<file path="src/rtl/bitwise_stats_pkg.sv">
// Shared constants and types for the bitwise result statistics stage.
// Lane numbering follows the Bitwise_operations outputs: lane 0 is out1.
package bitwise_stats_pkg;

    localparam int NUM_LANES = 5;

    localparam int LANE_OUT1 = 0;
    localparam int LANE_OUT2 = 1;
    localparam int LANE_OUT3 = 2;
    localparam int LANE_OUT4 = 3;
    localparam int LANE_OUT5 = 4;

    typedef enum logic {
        BUF_EMPTY = 1'b0,
        BUF_FULL  = 1'b1
    } buf_state_e;

    // Width needed to hold a count in 0..window.
    function automatic int cnt_width(input int window);
        return $clog2(window + 1);
    endfunction

endpackage

</file>
<file path="src/rtl/bitwise_lane_counter.sv">
// One lane: window accumulator plus held result snapshot.
// With BWSTAT_TOGGLE_EN defined it also counts toggles against the previous accepted sample.
module bitwise_lane_counter #(
    parameter int CNT_W = 5
) (
    input  logic             clk,
    input  logic             rst,
    input  logic             accept,
    input  logic             complete,
    input  logic             bit_in,
    output logic [CNT_W-1:0] cnt_out
`ifdef BWSTAT_TOGGLE_EN
    ,
    output logic [CNT_W-1:0] tog_out
`endif
);

    logic [CNT_W-1:0] acc_q, acc_d;
    logic [CNT_W-1:0] snap_q, snap_d;
    logic [CNT_W-1:0] acc_inc;

    // The completing sample is folded into the snapshot, never into the next window.
    always_comb begin
        acc_inc = acc_q + CNT_W'(bit_in);
        acc_d   = acc_q;
        snap_d  = snap_q;
        if (accept) begin
            acc_d = complete ? '0 : acc_inc;
        end
        if (complete) begin
            snap_d = acc_inc;
        end
    end

    always_ff @(posedge clk) begin
        if (rst) begin
            acc_q  <= '0;
            snap_q <= '0;
        end else begin
            acc_q  <= acc_d;
            snap_q <= snap_d;
        end
    end

    assign cnt_out = snap_q;

`ifdef BWSTAT_TOGGLE_EN
    logic             prev_q, prev_d;
    logic [CNT_W-1:0] tog_q, tog_d;
    logic [CNT_W-1:0] tog_snap_q, tog_snap_d;
    logic [CNT_W-1:0] tog_inc;

    // prev persists across window boundaries; only reset clears it.
    always_comb begin
        tog_inc    = tog_q + CNT_W'(bit_in ^ prev_q);
        prev_d     = prev_q;
        tog_d      = tog_q;
        tog_snap_d = tog_snap_q;
        if (accept) begin
            prev_d = bit_in;
            tog_d  = complete ? '0 : tog_inc;
        end
        if (complete) begin
            tog_snap_d = tog_inc;
        end
    end

    always_ff @(posedge clk) begin
        if (rst) begin
            prev_q     <= 1'b0;
            tog_q      <= '0;
            tog_snap_q <= '0;
        end else begin
            prev_q     <= prev_d;
            tog_q      <= tog_d;
            tog_snap_q <= tog_snap_d;
        end
    end

    assign tog_out = tog_snap_q;
`endif

endmodule

</file>
<file path="src/rtl/bitwise_result_stats.sv">
// Windowed per-lane high counts for the five Bitwise_operations results, double-buffered.
// Optional per-lane toggle counts are built when BWSTAT_TOGGLE_EN is defined.
module bitwise_result_stats
    import bitwise_stats_pkg::*;
#(
    parameter int WINDOW = 16,
    localparam int CNT_W = cnt_width(WINDOW)
) (
    input  logic                       clk,
    input  logic                       rst,
    input  logic                       in_valid,
    output logic                       in_ready,
    input  logic [NUM_LANES-1:0]       in_bits,
    output logic                       out_valid,
    input  logic                       out_ready,
    output logic [NUM_LANES*CNT_W-1:0] cnt_bus
`ifdef BWSTAT_TOGGLE_EN
    ,
    output logic [NUM_LANES*CNT_W-1:0] tog_bus
`endif
);

    localparam int SAMP_W = (WINDOW > 1) ? $clog2(WINDOW) : 1;
    localparam logic [SAMP_W-1:0] SAMP_LAST = SAMP_W'(WINDOW - 1);

    buf_state_e        state_q, state_d;
    logic [SAMP_W-1:0] samp_q, samp_d;
    logic              last_samp;
    logic              accept;
    logic              complete;

    assign last_samp = (samp_q == SAMP_LAST);
    assign out_valid = (state_q == BUF_FULL);

    // Stall only the completing sample, and only while the held result is not being taken.
    assign in_ready = !(out_valid && !out_ready && last_samp);
    assign accept   = in_valid && in_ready;
    assign complete = accept && last_samp;

    always_comb begin
        state_d = state_q;
        samp_d  = samp_q;
        if (accept) begin
            samp_d = last_samp ? '0 : samp_q + SAMP_W'(1);
        end
        case (state_q)
            BUF_EMPTY: if (complete) state_d = BUF_FULL;
            BUF_FULL:  if (out_ready && !complete) state_d = BUF_EMPTY;
            default:   state_d = BUF_EMPTY;
        endcase
    end

    always_ff @(posedge clk) begin
        if (rst) begin
            state_q <= BUF_EMPTY;
            samp_q  <= '0;
        end else begin
            state_q <= state_d;
            samp_q  <= samp_d;
        end
    end

    generate
        for (genvar gi = 0; gi < NUM_LANES; gi++) begin : g_lane
            bitwise_lane_counter #(
                .CNT_W(CNT_W)
            ) u_lane (
                .clk     (clk),
                .rst     (rst),
                .accept  (accept),
                .complete(complete),
                .bit_in  (in_bits[gi]),
                .cnt_out (cnt_bus[gi*CNT_W +: CNT_W])
`ifdef BWSTAT_TOGGLE_EN
                ,
                .tog_out (tog_bus[gi*CNT_W +: CNT_W])
`endif
            );
        end
    endgenerate

endmodule
</file>
<file path="config.mk">
export PLATFORM = sky130hd
export DESIGN_NAME = bitwise_result_stats
export DESIGN_NICKNAME = d
export VERILOG_FILES = /design/src/rtl/bitwise_stats_pkg.sv /design/src/rtl/bitwise_lane_counter.sv /design/src/rtl/bitwise_result_stats.sv
export SDC_FILE = /design/constraint.sdc
export NUM_CORES = 1
export LEC_CHECK = 0
export BUFFER_PORTS_ARGS = -buffer_cell sky130_fd_sc_hd__buf_4
export CAP_MARGIN = 20
export CELL_PAD_IN_SITES_DETAIL_PLACEMENT = 1
export CELL_PAD_IN_SITES_GLOBAL_PLACEMENT = 1
export CORE_AREA = 2 2 74 83
export DETAILED_ROUTE_END_ITERATION = 8
export DIE_AREA = 0 0 76 85
export PLACE_DENSITY_LB_ADDON = 0.12
export REMOVE_ABC_BUFFERS = 1
export SLEW_MARGIN = 40
export SYNTH_ARGS = -nofsm -noshare
export SYNTH_HDL_FRONTEND = slang
export SYNTH_SLANG_ARGS = --single-unit
</file>
<file path="constraint.sdc">
create_clock -name clk -period 4.41 [get_ports clk]
set_input_delay 0.882 -clock clk [delete_from_list [all_inputs] [get_ports clk]]
set_output_delay 0.882 -clock clk [all_outputs]
set_load 0.02 [all_outputs]
</file>
==> results.toml <==
[timing]
hold_ws_ns = 0.486
rsz0062_at_grt = "false"
slew_viol_final = 0
clock_skew_ns = 0.00382
timing.final.ws_setup_ns = 1.72
tns_ns = 0
worst_pin_slew_ns = 0.793
maxSlewHeadroom_pct = 46.8
fmax_mhz = 372
setup_viol = 0
hold_viol_final = 0
final.period_utilization_pct = 61.0
min_period_ns = 2.69

[power_and_ir_drop]
power_density_nw_per_um2 = 293
ir_drop_v = 0.000182
p_leak_nw = 0.983

[synth]
postSynthAreaPerCell_um2 = 10.0
synth_common_cells = "dfxtp_1 (55), a211oi_1 (15), a31oi_1 (15)"
synthDistinctLibCells = 35
synth-edff-count = 0
async_flop_share_pct = 0
yosysTopAreaCell = "dfxtp_1"
syn-cell-area_um2 = 2550
ys.flop_type = "dfxtp_1"
synthMostInstantiatedCell = "dfxtp_1"
ys_seq_area_share_pct = 43.2
synthCells = 254
ys_seq_elements = 55
post-synth-top-area-fraction_pct = 43.2
ys_top_cells_by_area = "dfxtp_1 (43%), ha_1 (5.4%), a211oi_1 (4.4%)"
yosys_warnings = 0

[setup_path]
worstPathRequired_ns = 3.53
worstPathMaxFanout = 34
crit_buf_inv = 2
crit_family = "buffers and inverters"
cpMostUsedCell = "buf_4"
crit_slowest_cell = "dfxtp_1"
cp_slowest_stage_delay_ns = 0.41
timing.rr.start = "samp_q[0]$_SDFFE_PP0N_"
worstPathArrival_ns = 1.81
startpoint_type = "flip-flop"
path_cells = "ha_1 -> and3_1 -> buf_4 -> nand2_1 -> buf_4"
crit_start = "samp_q[0]$_SDFFE_PP0N_"
worstSetupEndpointType = "output pin"
path_class = "reg2out"

[hold_path]
min_from = "g_lane[3].u_lane.cnt_out[0]$_SDFFE_PP0P_"
min_path_type = "reg2reg"

[finish]
syn2layout_area_growth_pct = 12.2
antenna_cells = 0
num-nets-final = 292
drive_above_1_share_pct = 22.0

[detailed_routing]
vias = 2024
drt_wl_total_mm = 5.84
dr.pass1.iters = 4
drt-initial-drc-count = 116
vias_per_cell = 5.78
wl_per_cell_um = 16.7
drc = 0
ant_nets = 0

[place]
dpl.hpwl_mm = 3.75
place_congestion = 0.691
post-place-ws_ns = 1.65
numPortBuffers = 35

[global_route]
grt_first_pass_wirelength_mm = 10.2
grt_usage_pct = 19.3
grt_pass1_vias = 2081
grt_max_degree = 44
overflow = 0
grt_antenna_before_repair = 0

[clock_tree]
cts-htree-levels = 2
cts_buffers = 5
ctsResizeCount = 0
cts.sinks = 55
cts_hold_buf = 0
clk_latency_ns = 0.30
clkTransAtPathRegs_ns = 0.09
cts_tree = "built"
cts_buffer_depth = 2
clockRootBuffer = "clkbuf_8"
postCtsSetupBuffers = 0

[die]
start_util_pct = 45.3
io_pins = 36
die_area_um2 = 6460
rows = 29
die_y_um = 85
die_w_um = 76
core_um2 = 5620

[flow_run]
max_cap_viol_count = 0

[status]
outcome = "finished, final reports clean"
==> state kept, by name, summed over array words and instances, names as in the netlist <==
signal	cells
g_lane.u_lane.acc_q	25
g_lane.u_lane.cnt_out	25
samp_q	4
out_valid	1
==> per-layer routing <==
metal / share of wire, % / global-route usage, % / wire (um) / vias to the layer above
li1: - / - / - / 1014
met2: 47 / 32.6 / 2740 / 37
met5: 0 / 0 / 0 / -
met3: 3.5 / 3.94 / 205 / 6
met4: 1.1 / 5.62 / 65 / 0
met1: 48 / 25.3 / 2830 / 967
==> area by class of cell <==
class	instances	area, um^2
clock inverter	1	5.00
tap	77	96.3
clock buffer	7	76.3
fill	649	2770
inverter	14	52.6
sequential	55	1100
timing repair buffer	37	278
multi-input combinational	159	1250
==> cell families after synthesis <==
group	Yosys count	synth area share, %
AND/OR/NAND/NOR	46	10.4
buffers and inverters	40	7.85
flip-flops	55	43.2
adder cells (fa/ha/maj)	11	5.40
multiplexers	4	1.72
XOR/XNOR	12	4.12
AO/OA/AOI/OAI	86	27.3
==> final timing paths <==
check / endpoint / slack (ns) / cells after the start
max: in_ready / 1.72 / 5
min reg2reg: g_lane[3].u_lane.cnt_out[0]$_SDFFE_PP0P_ / 0.49 / 2
min: g_lane[3].u_lane.cnt_out[0]$_SDFFE_PP0P_ / 0.49 / 2
max reg2reg: g_lane[4].u_lane.acc_q[1]$_SDFFE_PP0N_ / 2.30 / 4
==> per-stage QoR <==
step                      utilization [%]  std cells  total power, W  area [um^2]
after floorplan                         -        228        0.000550         2400
after global placement               49.3        342        0.000577         2780
after global routing                 50.8        350        0.000884         2860
after CTS                            50.8        350        0.000849         2860
after detailed placement             49.4        342        0.000578         2780
final                                50.8        350        0.000838         2860
==> worst reg2reg max path, cell delays in order (launching register included) <==
cell	delay, ns
dfxtp_1	0.41
ha_1	0.26
nand3_2	0.35
o21ai_1	0.77
a32o_1	0.27
==> power breakdown <==
part | switching, W | internal, W | leakage (nW)
clock network | 0.000160 | 0.000112 | 0.0422
registers | 0.00000564 | 0.000504 | 0.444
logic | 0.0000370 | 0.0000195 | 0.497
==> placed cells by master (no fill, tap or decap) <==
master    count
nand2_1       8
clkinv_2      1
nand4_1      13
nor2b_1       1
clkbuf_1      2
ha_1         11
o32ai_1       6
nor3_4        1
a32o_1        8
a31oi_1      15
o32ai_2       6
xnor2_1      12
o22ai_1       1
clkbuf_8      5
a21oi_4       1
o21a_1        1
nand3_2       1
a31o_2        3
nand2b_1      7
buf_4        37
o311a_1       1
a211oi_1     15
nor2_2        1
and3_1        1
o41ai_1       2
dfxtp_1      55
nand3_1      11
inv_1        14
a21oi_1      12
mux2i_1       1
o21ai_1       1
a311oi_1      4
nor2_1        1
mux2_2        3
o31ai_1      10
nand2b_2      1
Power figures use the tool's default switching activity.
